===== config.mk =====
export PLATFORM = sky130hd
export DESIGN_NAME = iterative_shifter
export DESIGN_NICKNAME = d
export VERILOG_FILES = /design/src/rtl/iterative_shifter.sv
export SDC_FILE = /design/constraint.sdc
export NUM_CORES = 1
export LEC_CHECK = 0
export CAP_MARGIN = 10
export CORE_ASPECT_RATIO = 0.9
export CORE_MARGIN = 2
export CORE_UTILIZATION = 45
export DETAILED_ROUTE_END_ITERATION = 7
export GPL_ROUTABILITY_DRIVEN = 0
export GPL_TIMING_DRIVEN = 0
export PLACE_DENSITY = 0.7
export SKIP_CTS_REPAIR_TIMING = 1
export SLEW_MARGIN = 15
export SYNTH_ARGS = -nofsm -noshare
export SYNTH_HDL_FRONTEND = slang
export SYNTH_SLANG_ARGS = --single-unit

===== constraint.sdc =====
create_clock -name clk -period 7.03 [get_ports clk]
set_input_delay 1.7575 -clock clk [delete_from_list [all_inputs] [get_ports clk]]
set_output_delay 1.7575 -clock clk [all_outputs]
set_load 0.02 [all_outputs]

===== src/rtl/iterative_shifter.sv =====
// Multi-cycle left/right shifter: STEP bits per clock, start/busy/done handshake, result held in data_out.
// Optional rotate-left on mode 11 when ITERATIVE_SHIFTER_ROTATE_EN is defined; otherwise mode 11 acts as SLL.
module iterative_shifter #(
    parameter int WIDTH   = 32,
    parameter int SHAMT_W = 5,
    parameter int STEP    = 1
) (
    input  logic               clk,
    input  logic               reset,
    input  logic               start,
    input  logic [1:0]         mode,
    input  logic [SHAMT_W-1:0] shamt,
    input  logic [WIDTH-1:0]   data_in,
    output logic               busy,
    output logic               done,
    output logic [WIDTH-1:0]   data_out
);

    typedef enum logic [1:0] {IDLE, SHIFT, DONE} state_t;

    // One bit wider so STEP == WIDTH still compares correctly against remaining.
    localparam logic [SHAMT_W:0] STEP_L = (SHAMT_W+1)'(STEP);

    state_t             state;
    logic [1:0]         mode_q;
    logic               sign_q;
    logic [WIDTH-1:0]   work;
    logic [WIDTH-1:0]   work_next;
    logic [SHAMT_W-1:0] remaining;
    logic [SHAMT_W-1:0] rem_next;

    function automatic logic [WIDTH-1:0] shift1(input logic [WIDTH-1:0] w,
                                                input logic [1:0] m,
                                                input logic s);
        case (m)
            2'b01:   return {1'b0, w[WIDTH-1:1]};
            2'b10:   return {s, w[WIDTH-1:1]};
`ifdef ITERATIVE_SHIFTER_ROTATE_EN
            2'b11:   return {w[WIDTH-2:0], w[WIDTH-1]};
`endif
            default: return {w[WIDTH-2:0], 1'b0};
        endcase
    endfunction

    // Apply min(STEP, remaining) single-bit steps in one cycle.
    always_comb begin
        work_next = work;
        for (int i = 0; i < STEP; i++) begin
            if (i < int'(remaining)) begin
                work_next = shift1(work_next, mode_q, sign_q);
            end
        end
        if ({1'b0, remaining} < STEP_L) begin
            rem_next = '0;
        end else begin
            rem_next = remaining - STEP_L[SHAMT_W-1:0];
        end
    end

    always_ff @(posedge clk) begin
        if (reset) begin
            state     <= IDLE;
            busy      <= 1'b0;
            done      <= 1'b0;
            data_out  <= '0;
            work      <= '0;
            remaining <= '0;
            mode_q    <= 2'b00;
            sign_q    <= 1'b0;
        end else begin
            case (state)
                IDLE, DONE: begin
                    done <= 1'b0;
                    if (start) begin
                        mode_q    <= mode;
                        sign_q    <= data_in[WIDTH-1];
                        work      <= data_in;
                        remaining <= shamt;
                        if (shamt == '0) begin
                            state    <= DONE;
                            done     <= 1'b1;
                            data_out <= data_in;
                        end else begin
                            state <= SHIFT;
                            busy  <= 1'b1;
                        end
                    end else begin
                        state <= IDLE;
                    end
                end
                SHIFT: begin
                    work      <= work_next;
                    remaining <= rem_next;
                    if (rem_next == '0) begin
                        state    <= DONE;
                        busy     <= 1'b0;
                        done     <= 1'b1;
                        data_out <= work_next;
                    end
                end
                default: begin
                    state <= IDLE;
                    busy  <= 1'b0;
                    done  <= 1'b0;
                end
            endcase
        end
    end

endmodule

Yosys cells after proc, flatten, opt, wreduce, memory -nomap -nowiden --
Cells that the tools add are included.
Operators by class: order comparisons 2, multiplexer cells 23, equality and inequality tests 8, add/sub/neg operators 1, reduce and logical (&&, ||, !) cells 9
Operator list (count):
- one-hot mux 32 bit (2 select lines) | 3
- 2-to-1 mux 32 bit | 5
- zero test 5 bit | 2
- 2-to-1 mux 5 bit | 2
- one-hot mux 5 bit (2 select lines) | 1
- != test 2 bit, second input constant | 4
- 2-to-1 mux 1 bit | 6
- 2-to-1 mux 2 bit | 3
- < comparator 1 x 5 -> 1 bit, first input constant | 1
- < comparator 5 x 1 -> 1 bit, second input constant | 1
- subtractor 5 x 1 -> 5 bit, second input constant | 1
- == test 2 x 1 -> 1 bit, second input constant | 2
- == test 2 bit, second input constant | 2
- one-hot mux 1 bit (2 select lines) | 2
- one-hot mux 2 bit (2 select lines) | 1
- AND reduction 2 bit | 2
- AND reduction 4 bit | 1
- AND reduction 3 bit | 1
- zero test 2 bit | 1
- nonzero test 2 bit | 1
- OR reduction 2 bit | 1
Word-level totals: output and inout bits 34, bits in registers 76, word-level logic and storage cells 51, input bits 42

Logic depth before layout (Yosys ltp) --
Gate-level depths: netlist of the first run.
depth after elaboration 5, mapped depth 8, gate-level depth less buffers 7

Worst setup path after synthesis of the first run --
No wires, ideal clock.
path kind input to register, start in shamt[0], end reg data_out[27], stages on the path 7, buffers on the path 2, setup time 0.145 ns, path slack 3.614 ns, arrival time 3.271 ns, path through or4_1 -> or3_1 -> clkbuf_1 -> clkbuf_1 -> nand2_1 -> a21o_1 -> o311ai_0
Between the ends: cells in the longest elaborated chain, start to end 3
RTL lines:
- start: declaration | RTL line 12 | input logic [SHAMT_W-1:0] shamt,
- zero test 5 bit | RTL line 79 | if (shamt == '0) begin
- != test 2 bit (no line)
- AND reduction 4 bit (no line)
- end signal: assignment | RTL line 82 | data_out <= data_in;
- end signal: assignment | RTL line 98 | data_out <= work_next;
- end: declaration | RTL line 16 | output logic [WIDTH-1:0] data_out
Every way passes these cells. A chain may end at the register's enable or synchronous reset.

Worst setup path in the final report of the first run --
start in shamt[0], end reg data_out[28]
Same word-level chain as after synthesis.

==> results of run 1 <==
## layout by cell type (no fill, tap or decap), types with 20 or more instances in the layout
| master | synthesis | routed |
|---|---|---|
| a211oi_1 | 32 | 32 |
| clkdlybuf4s50_1 | 0 | 75 |
| o21ai_0 | 38 | 38 |
| nor2_1 | 40 | 40 |
| clkbuf_1 | 43 | 45 |
| o211ai_1 | 25 | 25 |
| dfxtp_1 | 75 | 75 |
| a21o_1 | 31 | 31 |
| nand2_1 | 75 | 75 |
| o221ai_2 | 20 | 20 |
| a221o_1 | 23 | 23 |
## Yosys cell counts, types with 4 or more instances
cell type	n	share of area, %
o21ai_0	38	4.4
a211oi_1	32	5.5
o211ai_1	25	4.3
a21o_1	31	5.4
dfxtp_1	75	35
a211o_1	7	1.4
nor3_1	10	1.2
or4_1	9	1.6
a21oi_1	14	1.6
o221ai_2	20	6.9
clkbuf_1	43	3.7
buf_6	5	1.3
o311ai_0	4	0.81
a221o_1	23	5.3
o311ai_1	4	0.81
nand2_1	75	6.5
nor2_1	40	3.5
buf_4	4	0.69
a22oi_1	9	1.6
inv_1	7	0.61
## per-stage QoR
| stage | setup slack [ns] | cells | hold slack [ns] |
|---|---|---|---|
| after detailed placement | 2.73 | 716 | 0.455 |
| after global routing | 2.86 | 732 | 0.491 |
| after CTS | 3.10 | 732 | 0.466 |
| final | 3.01 | 732 | 0.465 |
| after global placement | 2.77 | 716 | 0.446 |
| after floorplan | 3.61 | 519 | 0.437 |
## routing by layer
| metal | wire length (um) | track usage [%] | share of wire (%) | vias up |
|---|---|---|---|---|
| met2 | 5940 | 38.9 | 45 | 173 |
| li1 | - | - | - | 2161 |
| met5 | 0 | 0 | 0 | - |
| met4 | 161 | 7.40 | 1.2 | 0 |
| met3 | 1040 | 6.24 | 7.9 | 16 |
| met1 | 6030 | 37.3 | 46 | 2130 |
## cells by family after synthesis
group           share of synthesized area (%)
compound gates                           41.2
simple gates                             16.2
flops                                    34.7
buf+inv                                  6.53
fa+ha+maj                               0.867
mux                                     0.491
## registers in the layout, indices dropped and copies added, names as in the netlist
signal     flops
data_out      32
sign_q         1
mode_q         2
busy           1
state          2
remaining      5
work          32
## power by group through the flow
stage | combinational (mW) | sequential [mW] | clock (mW)
floorplan | 0.385 | 0.610 | 0
finish | 0.653 | 0.565 | 0.329
CTS | 0.648 | 0.563 | 0.335
detailed placement | 0.644 | 0.572 | 0
global route | 0.710 | 0.576 | 0.351
global placement | 0.632 | 0.570 | 0
## final timing paths
kind / from / slack (ns) / cells past startpoint / endpoint
max: shamt[0] / 3.01 / 7 / data_out[28]$_SDFFE_PP0P_
max reg2reg: mode_q[0]$_SDFFE_PP0P_ / 4.33 / 8 / work[21]$_SDFFE_PP0P_
min reg2reg: sign_q$_SDFFE_PP0P_ / 0.46 / 2 / sign_q$_SDFFE_PP0P_
min: sign_q$_SDFFE_PP0P_ / 0.46 / 2 / sign_q$_SDFFE_PP0P_
## layout make-up
class	instances	area, um2
Sequential cell	75	1500
Fill cell	860	3820
Tap cell	122	153
Multi-Input combinational cell	383	2550
Inverter	7	26.3
Clock buffer	15	186
Buffer	54	256
Clock inverter	1	5.00
Timing Repair Buffer	75	751
## worst min-delay path, cell delays in order, from the launching register on
cell	delay, ns
dfxtp_1	0.31
nand2_1	0.05
a21oi_1	0.06
==> flow_metrics.env, run 1 <==
export IMPL_maxSlewHeadroom_pct=49.7
export IMPL_ys_seq_elements=75
export IMPL_grt_max_degree=12
export IMPL_layout_drive_gt1_share_pct=8.52
export IMPL_drt_iter0_markers=342
export IMPL_grt_usage_pct=26.0
export IMPL_numPortBuffers=75
export IMPL_fin_area_um2=5430
export IMPL_viasPerCell=6.12
export IMPL_antenna_found_initial=0
export IMPL_pwr_share_seq_pct=36.5
export IMPL_cp_end_kind="flip-flop"
export IMPL_wire_per_inst_um=18.0
export IMPL_synth_edff_count=0
export IMPL_path_class="in2reg"
export IMPL_synth_net_count=564
export IMPL_design_core_area_um2=9250
export IMPL_worst_slew_pin_slew_ns=0.752
export IMPL_cts_buffers=9
export IMPL_ys_seq_area_share_pct=34.7
export IMPL_path_delay_family="simple AND/OR/NAND/NOR gates"
export IMPL_finalMaxSlewViolations=0
export IMPL_clkPwrFrac_pct=21.2
export IMPL_die_h_um=97.1
export IMPL_finalCritPeriodShare_pct=57.2
export IMPL_fp_row_count=33
export IMPL_cellPowerDensity_nw_per_um2=285
export IMPL_finalCriticalPeriod_ns=4.02
export IMPL_setup_viol=0
export IMPL_drc_errors=0
export IMPL_final_nets=650
export IMPL_postPlaceCellArea_um2=5230
export IMPL_total_power_mw=1.55
export IMPL_cts_root_buffer="clkbuf_8"
export IMPL_crit_fanout=10
export IMPL_ys_types=49
export IMPL_leakage_nw=1.77
export IMPL_required_ns=7.28
export IMPL_ys_flop_type="dfxtp_1"
export IMPL_start_util_pct=46.8
export IMPL_clockBufferDepth=2
export IMPL_grt_pass1_vias=4268
export IMPL_cts_tree="built"
export IMPL_clock_latency_ns=0.36
export IMPL_hpwl_um=9370
export IMPL_htree_num_levels=3
export IMPL_rsz0062_at_grt="no"
export IMPL_p_sw_mw=0.597
export IMPL_cp_cell_sequence="clkdlybuf4s50_1 -> or4_1 -> nor3_2 -> clkbuf_1 -> nand2_1 -> a21o_1 -> o311ai_1"
export IMPL_dr_pass1_iters=5
export IMPL_ir_worst_vdd_mv=0.146
export IMPL_cp_start_kind="input port"
export IMPL_syn_avg_cell_area_um2=8.34
export IMPL_yosys_warnings=0
export IMPL_critPathBufInv=2
export IMPL_crit_path_max_incr_delay_ns=0.63
export IMPL_vias=4480
export IMPL_antenna_left=0
export IMPL_area_growth_pct=25.3
export IMPL_syn_inst=519
export IMPL_drv_cap=0
export IMPL_crit_slowest_cell="or4_1"
export IMPL_num_io_pins=76
export IMPL_fin_util_pct=58.7
export IMPL_totalWireLength_um=13200
export IMPL_clkTransAtPathRegs_ns=0.08
export IMPL_async_flop_share_pct=0
export IMPL_die_w_um=107
export IMPL_switching_share_pct=38.6
export IMPL_status="finished, final reports clean"
export IMPL_p_comb_share_pct=42.2
export IMPL_die_area_um2=10400
export IMPL_synth_cell_area_um2=4330
export IMPL_crit_arrival_ns=4.27
export IMPL_cts_sinks=75
export IMPL_diodes=0
export IMPL_max_freq_mhz=249
export IMPL_fin_skew_ns=0.00839
export IMPL_grt_pass1_wl_um=21800
export IMPL_hp_class="reg2reg"
export IMPL_overflow=0
export IMPL_finalHoldViolCount=0
export IMPL_fin_setup_tns_ns=0
export IMPL_p_int_mw=0.950
Note: power is estimated with default switching activity, not from simulation.
==> inputs of run 2 (changes only) <==
- clock period: 7.03 -> 3.8 ns (I/O delays scaled with it)
==> results of run 2 <==
The final DEF is identical to that of run 1. Status: finished, final reports clean.
Main changes from that run: setup slack after placement 2.73 ns -> 0.311 ns; setup slack after layout 3.01 ns -> 0.588 ns; register-to-register setup slack 4.33 ns -> 1.10 ns; total power 1.55 mW -> 2.86 mW; worst IR drop on VDD 0.146 mV -> 0.270 mV
